File: config.mk
export PLATFORM = sky130hd
export DESIGN_NAME = uart_rx_frame_check
export DESIGN_NICKNAME = d
export VERILOG_FILES = /design/src/rtl/uart_rx_pkg.sv /design/src/rtl/uart_sat_counter.sv /design/src/rtl/uart_rx_frame_check.sv
export SDC_FILE = /design/constraint.sdc
export NUM_CORES = 1
export LEC_CHECK = 0
export CAP_MARGIN = 20
export CELL_PAD_IN_SITES_DETAIL_PLACEMENT = 1
export CELL_PAD_IN_SITES_GLOBAL_PLACEMENT = 2
export CORE_MARGIN = 2
export CORE_UTILIZATION = 31
export DETAILED_ROUTE_END_ITERATION = 6
export GPL_TIMING_DRIVEN = 0
export HOLD_SLACK_MARGIN = 0.02
export PLACE_DENSITY = 0.78
export REMOVE_ABC_BUFFERS = 1
export SLEW_MARGIN = 20
export SYNTH_ARGS = -nofsm -noshare
export SYNTH_HDL_FRONTEND = slang
export SYNTH_SLANG_ARGS = --single-unit
File: constraint.sdc
create_clock -name clk -period 2.4 [get_ports clk]
set_clock_uncertainty 0.1 [all_clocks]
set_input_delay 0.72 -clock clk [delete_from_list [all_inputs] [get_ports clk]]
set_output_delay 0.72 -clock clk [all_outputs]
set_load 0.005 [all_outputs]
File: src/rtl/uart_rx_pkg.sv
// Shared definitions for the UART receive frame checker.
//   rx_state_t      : frame position of the receiver
//   PAR_EVEN/PAR_ODD: encodings of the par_typ input
//   DATA_WIDTH_MIN/MAX, CNT_WIDTH_MIN: legal parameter ranges
package uart_rx_pkg;

    typedef enum logic [2:0] {
        ST_IDLE,
        ST_START,
        ST_DATA,
        ST_PARITY,
        ST_STOP1,
        ST_STOP2
    } rx_state_t;

    localparam logic PAR_EVEN = 1'b0;
    localparam logic PAR_ODD  = 1'b1;

    localparam int DATA_WIDTH_MIN = 5;
    localparam int DATA_WIDTH_MAX = 9;
    localparam int CNT_WIDTH_MIN  = 2;

endpackage

File: src/rtl/uart_sat_counter.sv
// Saturating event counter.
//   clk   : system clock
//   rst   : synchronous active-low reset
//   inc   : count one event this cycle
//   clr   : synchronous clear, wins over inc
//   count : current value, sticks at all-ones
module uart_sat_counter #(
    parameter int WIDTH = 8
) (
    input  logic             clk,
    input  logic             rst,
    input  logic             inc,
    input  logic             clr,
    output logic [WIDTH-1:0] count
);

    localparam logic [WIDTH-1:0] ONE = {{(WIDTH-1){1'b0}}, 1'b1};

    always_ff @(posedge clk) begin
        if (!rst) begin
            count <= '0;
        end else if (clr) begin
            count <= '0;
        end else if (inc && (count != '1)) begin
            count <= count + ONE;
        end
    end

endmodule

File: src/rtl/uart_rx_frame_check.sv
// UART receive frame checker. Consumes one majority-voted bit per bit_valid
// strobe, tracks the position within the frame, checks start, optional
// parity and one or two stop bits, and delivers the received word together
// with registered error flags and saturating error counters.
//   clk, rst              : clock, synchronous active-low reset
//   frame_start           : start-edge pulse, accepted only when idle
//   bit_valid, sampled_bit: sampled line bit and its strobe
//   par_en, par_typ, stop2: frame format, captured at frame acceptance
//   clr_cnt               : clear both error counters
//   busy                  : frame in progress
//   data_out              : last received word (first line bit in LSB)
//   frame_done, data_valid: end-of-frame pulse and clean-frame pulse
//   par_err, stop_err     : error flags of the last completed frame
//   start_err             : false-start pulse
//   par_err_cnt, stop_err_cnt : saturating error counters
module uart_rx_frame_check
    import uart_rx_pkg::*;
#(
    parameter int DATA_WIDTH = 8,
    parameter int CNT_WIDTH  = 8
) (
    input  logic                  clk,
    input  logic                  rst,
    input  logic                  frame_start,
    input  logic                  bit_valid,
    input  logic                  sampled_bit,
    input  logic                  par_en,
    input  logic                  par_typ,
    input  logic                  stop2,
    input  logic                  clr_cnt,
    output logic                  busy,
    output logic [DATA_WIDTH-1:0] data_out,
    output logic                  frame_done,
    output logic                  data_valid,
    output logic                  par_err,
    output logic                  stop_err,
    output logic                  start_err,
    output logic [CNT_WIDTH-1:0]  par_err_cnt,
    output logic [CNT_WIDTH-1:0]  stop_err_cnt
);

    localparam int BIT_CNT_W = $clog2(DATA_WIDTH);
    localparam logic [BIT_CNT_W-1:0] LAST_BIT = BIT_CNT_W'(DATA_WIDTH - 1);
    localparam logic [BIT_CNT_W-1:0] BIT_ONE  = BIT_CNT_W'(1);

    generate
        if (DATA_WIDTH < DATA_WIDTH_MIN || DATA_WIDTH > DATA_WIDTH_MAX) begin : g_bad_data_width
            $error("uart_rx_frame_check: DATA_WIDTH out of range");
        end
        if (CNT_WIDTH < CNT_WIDTH_MIN) begin : g_bad_cnt_width
            $error("uart_rx_frame_check: CNT_WIDTH out of range");
        end
    endgenerate

    rx_state_t              state;
    logic [BIT_CNT_W-1:0]   bit_cnt;
    logic [DATA_WIDTH-1:0]  shreg;
    logic                   run_par;
    logic                   cfg_par_en;
    logic                   cfg_par_typ;
    logic                   cfg_stop2;
    logic                   par_err_n;
    logic                   stop_err_n;

    logic                   finish;
    logic                   fin_par_err;
    logic                   fin_stop_err;

    // The last stop bit's own sample is folded in combinationally so the
    // flags, the done pulse and the counters all see the full frame verdict
    // at the same clock edge.
    always_comb begin
        finish       = bit_valid &&
                       (((state == ST_STOP1) && !cfg_stop2) || (state == ST_STOP2));
        fin_stop_err = stop_err_n | ~sampled_bit;
        fin_par_err  = cfg_par_en & par_err_n;
    end

    always_ff @(posedge clk) begin
        if (!rst) begin
            state       <= ST_IDLE;
            bit_cnt     <= '0;
            shreg       <= '0;
            run_par     <= 1'b0;
            cfg_par_en  <= 1'b0;
            cfg_par_typ <= PAR_EVEN;
            cfg_stop2   <= 1'b0;
            par_err_n   <= 1'b0;
            stop_err_n  <= 1'b0;
            busy        <= 1'b0;
            data_out    <= '0;
            frame_done  <= 1'b0;
            data_valid  <= 1'b0;
            par_err     <= 1'b0;
            stop_err    <= 1'b0;
            start_err   <= 1'b0;
        end else begin
            frame_done <= 1'b0;
            data_valid <= 1'b0;
            start_err  <= 1'b0;

            case (state)
                // bit_valid is deliberately ignored here, even in the
                // acceptance cycle.
                ST_IDLE: begin
                    if (frame_start) begin
                        cfg_par_en  <= par_en;
                        cfg_par_typ <= par_typ;
                        cfg_stop2   <= stop2;
                        bit_cnt     <= '0;
                        run_par     <= 1'b0;
                        par_err_n   <= 1'b0;
                        stop_err_n  <= 1'b0;
                        busy        <= 1'b1;
                        state       <= ST_START;
                    end
                end
                ST_START: begin
                    if (bit_valid) begin
                        if (sampled_bit) begin
                            start_err <= 1'b1;
                            busy      <= 1'b0;
                            state     <= ST_IDLE;
                        end else begin
                            state <= ST_DATA;
                        end
                    end
                end
                // Right shift with new bits entering at the MSB leaves the
                // first line bit in the LSB once the word is complete.
                ST_DATA: begin
                    if (bit_valid) begin
                        shreg   <= {sampled_bit, shreg[DATA_WIDTH-1:1]};
                        run_par <= run_par ^ sampled_bit;
                        bit_cnt <= bit_cnt + BIT_ONE;
                        if (bit_cnt == LAST_BIT) begin
                            state <= cfg_par_en ? ST_PARITY : ST_STOP1;
                        end
                    end
                end
                ST_PARITY: begin
                    if (bit_valid) begin
                        par_err_n <= sampled_bit != (run_par ^ cfg_par_typ);
                        state     <= ST_STOP1;
                    end
                end
                ST_STOP1: begin
                    if (bit_valid) begin
                        stop_err_n <= stop_err_n | ~sampled_bit;
                        if (cfg_stop2) begin
                            state <= ST_STOP2;
                        end
                    end
                end
                ST_STOP2: begin
                end
                default: begin
                    busy  <= 1'b0;
                    state <= ST_IDLE;
                end
            endcase

            if (finish) begin
                data_out   <= shreg;
                par_err    <= fin_par_err;
                stop_err   <= fin_stop_err;
                frame_done <= 1'b1;
                data_valid <= ~(fin_par_err | fin_stop_err);
                busy       <= 1'b0;
                state      <= ST_IDLE;
            end
        end
    end

    uart_sat_counter #(.WIDTH(CNT_WIDTH)) u_par_cnt (
        .clk   (clk),
        .rst   (rst),
        .inc   (finish & fin_par_err),
        .clr   (clr_cnt),
        .count (par_err_cnt)
    );

    uart_sat_counter #(.WIDTH(CNT_WIDTH)) u_stop_cnt (
        .clk   (clk),
        .rst   (rst),
        .inc   (finish & fin_stop_err),
        .clr   (clr_cnt),
        .count (stop_err_cnt)
    );

endmodule

Yosys cells after proc, flatten, opt, wreduce, memory -nomap -nowiden
Cells that the tools add are included.
{"block": "word_totals", "reg_bits": 50, "latch_bits": 0, "ram_bits": 0, "mem_bits_ro": 0, "input_bits": 9, "out_inout_bits": 30, "elab_cells": 98, "memories": 0}
{"block": "op_classes", "n_addsub": 3, "multipliers": 0, "div_mod_pow": 0, "order_cmp": 0, "n_eq_ne": 17, "shift": 0, "muxes": 26, "bitwise": 12, "reduce_logical": 22}
{"operator": "3-bit 2-to-1 mux", "n": 10}
{"operator": "3-bit one-hot mux with 6 select lines", "n": 1}
{"operator": "8-bit by 1-bit adder with 8-bit output, second input constant", "n": 2}
{"operator": "2-bit != test, second input constant", "n": 8}
{"operator": "8-bit != test, second input constant", "n": 2}
{"operator": "3-bit AND reduction", "n": 4}
{"operator": "3-bit equality test, second input constant", "n": 3}
{"operator": "1-bit 2-to-1 mux", "n": 9}
{"operator": "8-bit AND reduction", "n": 1}
{"operator": "3-bit by 2-bit equality test with 1-bit output, second input constant", "n": 2}
{"operator": "1-bit one-hot mux with 2 select lines", "n": 3}
{"operator": "3-bit one-hot mux with 2 select lines", "n": 1}
{"operator": "2-bit AND reduction", "n": 3}
{"operator": "2-bit nonzero test", "n": 3}
{"operator": "1-bit inverter", "n": 5}
{"operator": "1-bit logical AND", "n": 4}
{"operator": "4-bit AND reduction", "n": 1}
{"operator": "2-bit OR reduction", "n": 2}
{"operator": "4-bit OR reduction", "n": 1}
{"operator": "3-bit by 1-bit adder with 3-bit output, second input constant", "n": 1}
{"operator": "1-bit bitwise AND", "n": 3}
{"operator": "3-bit by 1-bit equality test with 1-bit output, second input constant", "n": 1}
{"operator": "3-bit logical NOT", "n": 1}
{"operator": "1-bit one-hot mux with 3 select lines", "n": 1}
{"operator": "6 further kinds", "n": 8}

Logic depth before layout (Yosys ltp)
{"block": "logic_depth", "word_depth": 6, "ltp_mapped": 6, "ltp_nobuf": 6}

Modules after synthesis
From an unflattened synthesis, not the netlist that was laid out.
{"block": "hier_totals", "cells_unflattened": 268, "area_unflattened_um2": 2334.7}
{"mod": "uart_rx_frame_check", "n_inst": 1, "cells_per_inst": 176, "area_per_inst_um2": 1491.4, "seq_area_each_um2": 680.7}
{"mod": "uart_sat_counter", "n_inst": 2, "cells_per_inst": 46, "area_per_inst_um2": 421.7, "seq_area_each_um2": 160.2}

Worst setup path before layout
Ideal clock, no wire load.
{"block": "synth_path", "path_kind": "input port to flip-flop", "start": "input sampled_bit", "end": "register u_stop_cnt.count[3]", "arrival_ns": 1.966, "setup_slack_ns": 0.263, "path_stages": 5, "path_cell_list": "nor2b_1 > or3_1 > buf_2 > or4_1 > a21oi_1"}
{"block": "synth_between", "elab_chain_len": 4}
{"item": "from (decl)", "line": "uart_rx_frame_check.sv:26", "source": "input logic sampled_bit,"}
{"item": "1-bit inverter", "line": "uart_rx_frame_check.sv:75", "source": "fin_stop_err = stop_err_n | ~sampled_bit;"}
{"item": "1-bit OR", "line": "uart_rx_frame_check.sv:75"}
{"item": "1-bit bitwise AND", "line": "uart_rx_frame_check.sv:186", "source": ".inc (finish & fin_stop_err),"}
{"item": "1-bit logical AND", "line": "uart_sat_counter.sv:24", "source": "end else if (inc && (count != '1)) begin"}
{"item": "to (signal assigned)", "line": "uart_sat_counter.sv:25", "source": "count <= count + ONE;"}
{"item": "to (decl)", "line": "uart_sat_counter.sv:14", "source": "output logic [WIDTH-1:0] count"}
Every way passes these cells.
A chain may end at the register's enable or synchronous reset.

Final worst setup path
{"block": "layout_path", "start": "input frame_start", "end": "register par_err_n"}
{"block": "layout_between", "elab_chain_len": 2}
{"item": "from (decl)", "line": "uart_rx_frame_check.sv:24", "source": "input logic frame_start,"}
{"item": "2-bit != test (no source line)"}
{"item": "3-bit AND reduction (no source line)"}
{"item": "to (signal assigned)", "line": "uart_rx_frame_check.sv:143", "source": "par_err_n <= sampled_bit != (run_par ^ cfg_par_typ);"}
{"item": "to (decl)", "line": "uart_rx_frame_check.sv:62", "source": "logic par_err_n;"}
Every way passes these cells.

==> flow_metrics.py <==
metrics = {
    "power_and_ir_drop": {
        "powerDensity_nw_per_um2": 551,
        "ir_worst_vdd_mv": 0.329,
        "p_leak_nw": 0.937,
        "power_mw": 1.57,
    },
    "final_layout": {
        "area_growth_pct": 25.5,
        "final_cell_mix": "48 x dfxtp_1, 47 x nand2_1, 35 x clkdlybuf4s50_1",
        "fillers": 842,
        "layout.nets": 306,
        "fin_util_pct": 39.6,
        "antenna_cells": 0,
        "final_common_cell": "dfxtp_1",
        "design_area_um2": 2840,
        "register_area_um2": 1000,
        "multi_input_area_um2": 1210,
        "post_route_cells_drive_above_1_share_pct": 6.80,
    },
    "cts": {
        "cts.path.max_buffers": 2,
        "root_buffer": "clkbuf_8",
        "h-tree-depth": 2,
        "insertion_delay_ns": 0.30,
        "cts_setup_buffers": 0,
        "hold_buffers": 0,
        "cts.sinks": 50,
        "clk_pin_slew_ns": 0.10,
        "cts_inserted_buffers": 5,
        "cts_tree": "done",
    },
    "timing": {
        "setup_ws_ns": 0.0811,
        "maxSlewHeadroom_pct": 48.9,
        "tightestPinTransition_ns": 0.761,
        "finalMaxSlewViolations": 0,
        "fin_crit_ns": 2.32,
        "hold_violations": 0,
        "grt_setup_unrepaired": "no",
        "final-setup-viol-count": 0,
        "period_share_pct": 96.6,
        "final.setup.tns_ns": 0,
        "fmax_mhz": 431,
    },
    "critical_path": {
        "critPathBufInv": 1,
        "r2r-end": "run_par",
        "r2r_cells": 5,
        "rr_startpoint": "state[1]",
        "timing_worst_setup_path_type": "in -> reg",
        "critPathCaptureType": "register",
        "max_stage_delay_ns": 0.77,
        "cp_cell_sequence": "clkdlybuf4s50_1, or4b_2, and3_1, o21a_1",
        "cp_data_arrival_time_ns": 2.42,
        "cp_top_family": "simple AND/OR/NAND/NOR gates",
        "crit_slowest_cell": "or4b_2",
        "crit_path_start_kind": "input port",
        "rrSetupSlack_ns": 0.25,
        "crit_fanout": 9,
        "worstPathRequired_ns": 2.50,
    },
    "outcome": {
        "status": "complete, no violations",
    },
    "synth": {
        "synth-xor-area-share_pct": 1.16,
        "synthMuxAreaShare_pct": 2.65,
        "synthesis.area_um2": 2260,
        "synth_ff_type": "dfxtp_1",
        "synth_cells": 261,
        "yosysSeqAreaShare_pct": 44.2,
        "synth_edf_count": 0,
        "synth.area.top_cells": "dfxtp_1 44%, nand2_1 7.8%, a21boi_0 6.0%",
        "yosys.area_share.simple_pct": 29.2,
        "postSynthAreaPerCell_um2": 8.67,
        "synth_top_family_by_area": "simple AND/OR/NAND/NOR gates",
        "synth.top_cell.area_share_pct": 44.2,
        "yosysTopAreaCell": "dfxtp_1",
        "synth_cell_types": 46,
        "synth_warnings": 0,
        "ys_ff_latch": 50,
        "synth-compound-area-share_pct": 17.4,
        "synth_adder_area_share_pct": 2.21,
        "async_flop_share_pct": 0,
    },
    "floorplan": {
        "rows": 31,
        "dieArea_um2": 8000,
        "coreArea_um2": 7180,
        "die_y_um": 89.4,
        "die_width_um": 89.4,
        "io_pins": 39,
        "start_util_pct": 31.5,
    },
    "global_routing": {
        "met2_usage_pct": 23.8,
        "antenna_found_initial": 0,
        "met1_usage_pct": 20.0,
        "grt_max_degree": 34,
        "met3_usage_pct": 3.05,
        "gr-total-overflow": 0,
        "grt_pass1_vias": 1931,
        "grt_usage_pct": 14.7,
        "grt_pass1_wl_um": 9330,
        "grt_busiest_layer": "met2",
    },
    "detailed_routing": {
        "vias": 1960,
        "routedWlPerCell_um": 13.8,
        "drtIter0Drc": 43,
        "routed_via_density": 4.99,
        "wl_um": 5420,
        "drc_errors": 0,
        "ant_nets": 0,
        "first_pass_iters": 4,
    },
    "place": {
        "port_buffers": 38,
        "pre_cts_slack_ns": -0.885,
        "hpwlAfterDp_um": 3730,
        "gp_congestion": 0.762,
        "place_area_um2": 2720,
    },
    "min_path": {
        "worstHoldEndpoint": "data_out[5]",
        "hp-start": "data_out[5]",
        "worstHoldPathCells": 2,
        "holdCritPathClass": "reg -> reg",
    },
    "flow_run": {
        "cap_violations": 0,
    },
}
[final cells by class]
class / count / share of cell area (%)
tap: 99 / 4.36
multi-input combinational: 194 / 42.5
clock buffer: 5 / 2.42
timing repair buffer: 39 / 13.5
sequential: 50 / 35.3
clock inverter: 3 / 1.54
inverter: 3 / 0.396
[Yosys cell counts, types with 2 or more instances]
cell	n
or4_1	3
o31ai_1	3
nand2_1	47
xnor2_1	2
nand3_1	13
nor4_1	3
nor3_1	4
inv_1	3
o41ai_1	2
clkbuf_1	12
nor4bb_1	2
a21boi_0	18
dfxtp_1	50
a21oi_1	14
nor2_1	8
nor2b_1	11
or3_1	6
ha_1	4
and3b_1	2
nand2b_1	5
nand4_1	3
o21ai_0	8
o311ai_0	3
nor3b_1	3
and3_1	5
mux2i_1	6
a41oi_1	2
[per-layer routing]
layer / up-vias / wire [um]
met5: - / 0
met2: 36 / 2500
met1: 925 / 2720
met3: 4 / 161
li1: 995 / -
met4: 0 / 40
[state kept, by name (all words and copies together) (netlist names)]
signal / flops
bit_cnt: 3
busy: 1
cfg_par_en: 1
cfg_par_typ: 1
cfg_stop2: 1
data_out: 8
data_valid: 1
frame_done: 1
par_err: 1
par_err_n: 1
run_par: 1
shreg: 8
start_err: 1
state: 3
stop_err: 1
stop_err_n: 1
u_par_cnt.count: 8
u_stop_cnt.count: 8
[tightest hold or removal path, cell delays in order (launching register included)]
cell      delay, ns
dfxtp_1        0.32
nand2_1        0.05
a21boi_0       0.06
[timing repair]
action                                  CTS  global route
endpoints found under the setup margin   18             3
cloned                                    0             0
pin swaps                                 0             0
resized for setup                         8             3
hold endpoints to repair                  0             0
[worst max path at each step]
stage,start,slack [ns],depth (start not counted),end
2_1_floorplan,bit_valid,0.20,4,run_par
3_3_place_gp,bit_valid,-1.27,5,run_par
3_5_place_dp,rst,-0.89,3,u_par_cnt.count[2]
4_1_cts,bit_valid,0.006,5,u_par_cnt.count[3]
5_1_grt,frame_start,0.04,5,bit_cnt[0]
6_report,frame_start,0.08,4,par_err_n
[power breakdown]
part	internal, mW	switching, mW
Combinational	0.0492	0.0478
Sequential	0.840	0.0170
Clock	0.313	0.298
[through the flow]
stage | instances | hold slack (ns)
2_1_floorplan | 247 | 0.341
3_3_place_gp | 384 | 0.359
3_5_place_dp | 385 | 0.364
4_1_cts | 393 | 0.381
5_1_grt | 393 | 0.399
6_report | 393 | 0.372
[kinds of logic after synthesis]
| kind of cell | after synthesis |
|---|---|
| simple gates | 123 |
| compound gates | 58 |
| flops | 50 |
| mux | 6 |
| xor+xnor | 3 |
| fa+ha+maj | 4 |
| buf+inv | 17 |
(Power assumes the default switching activity.)
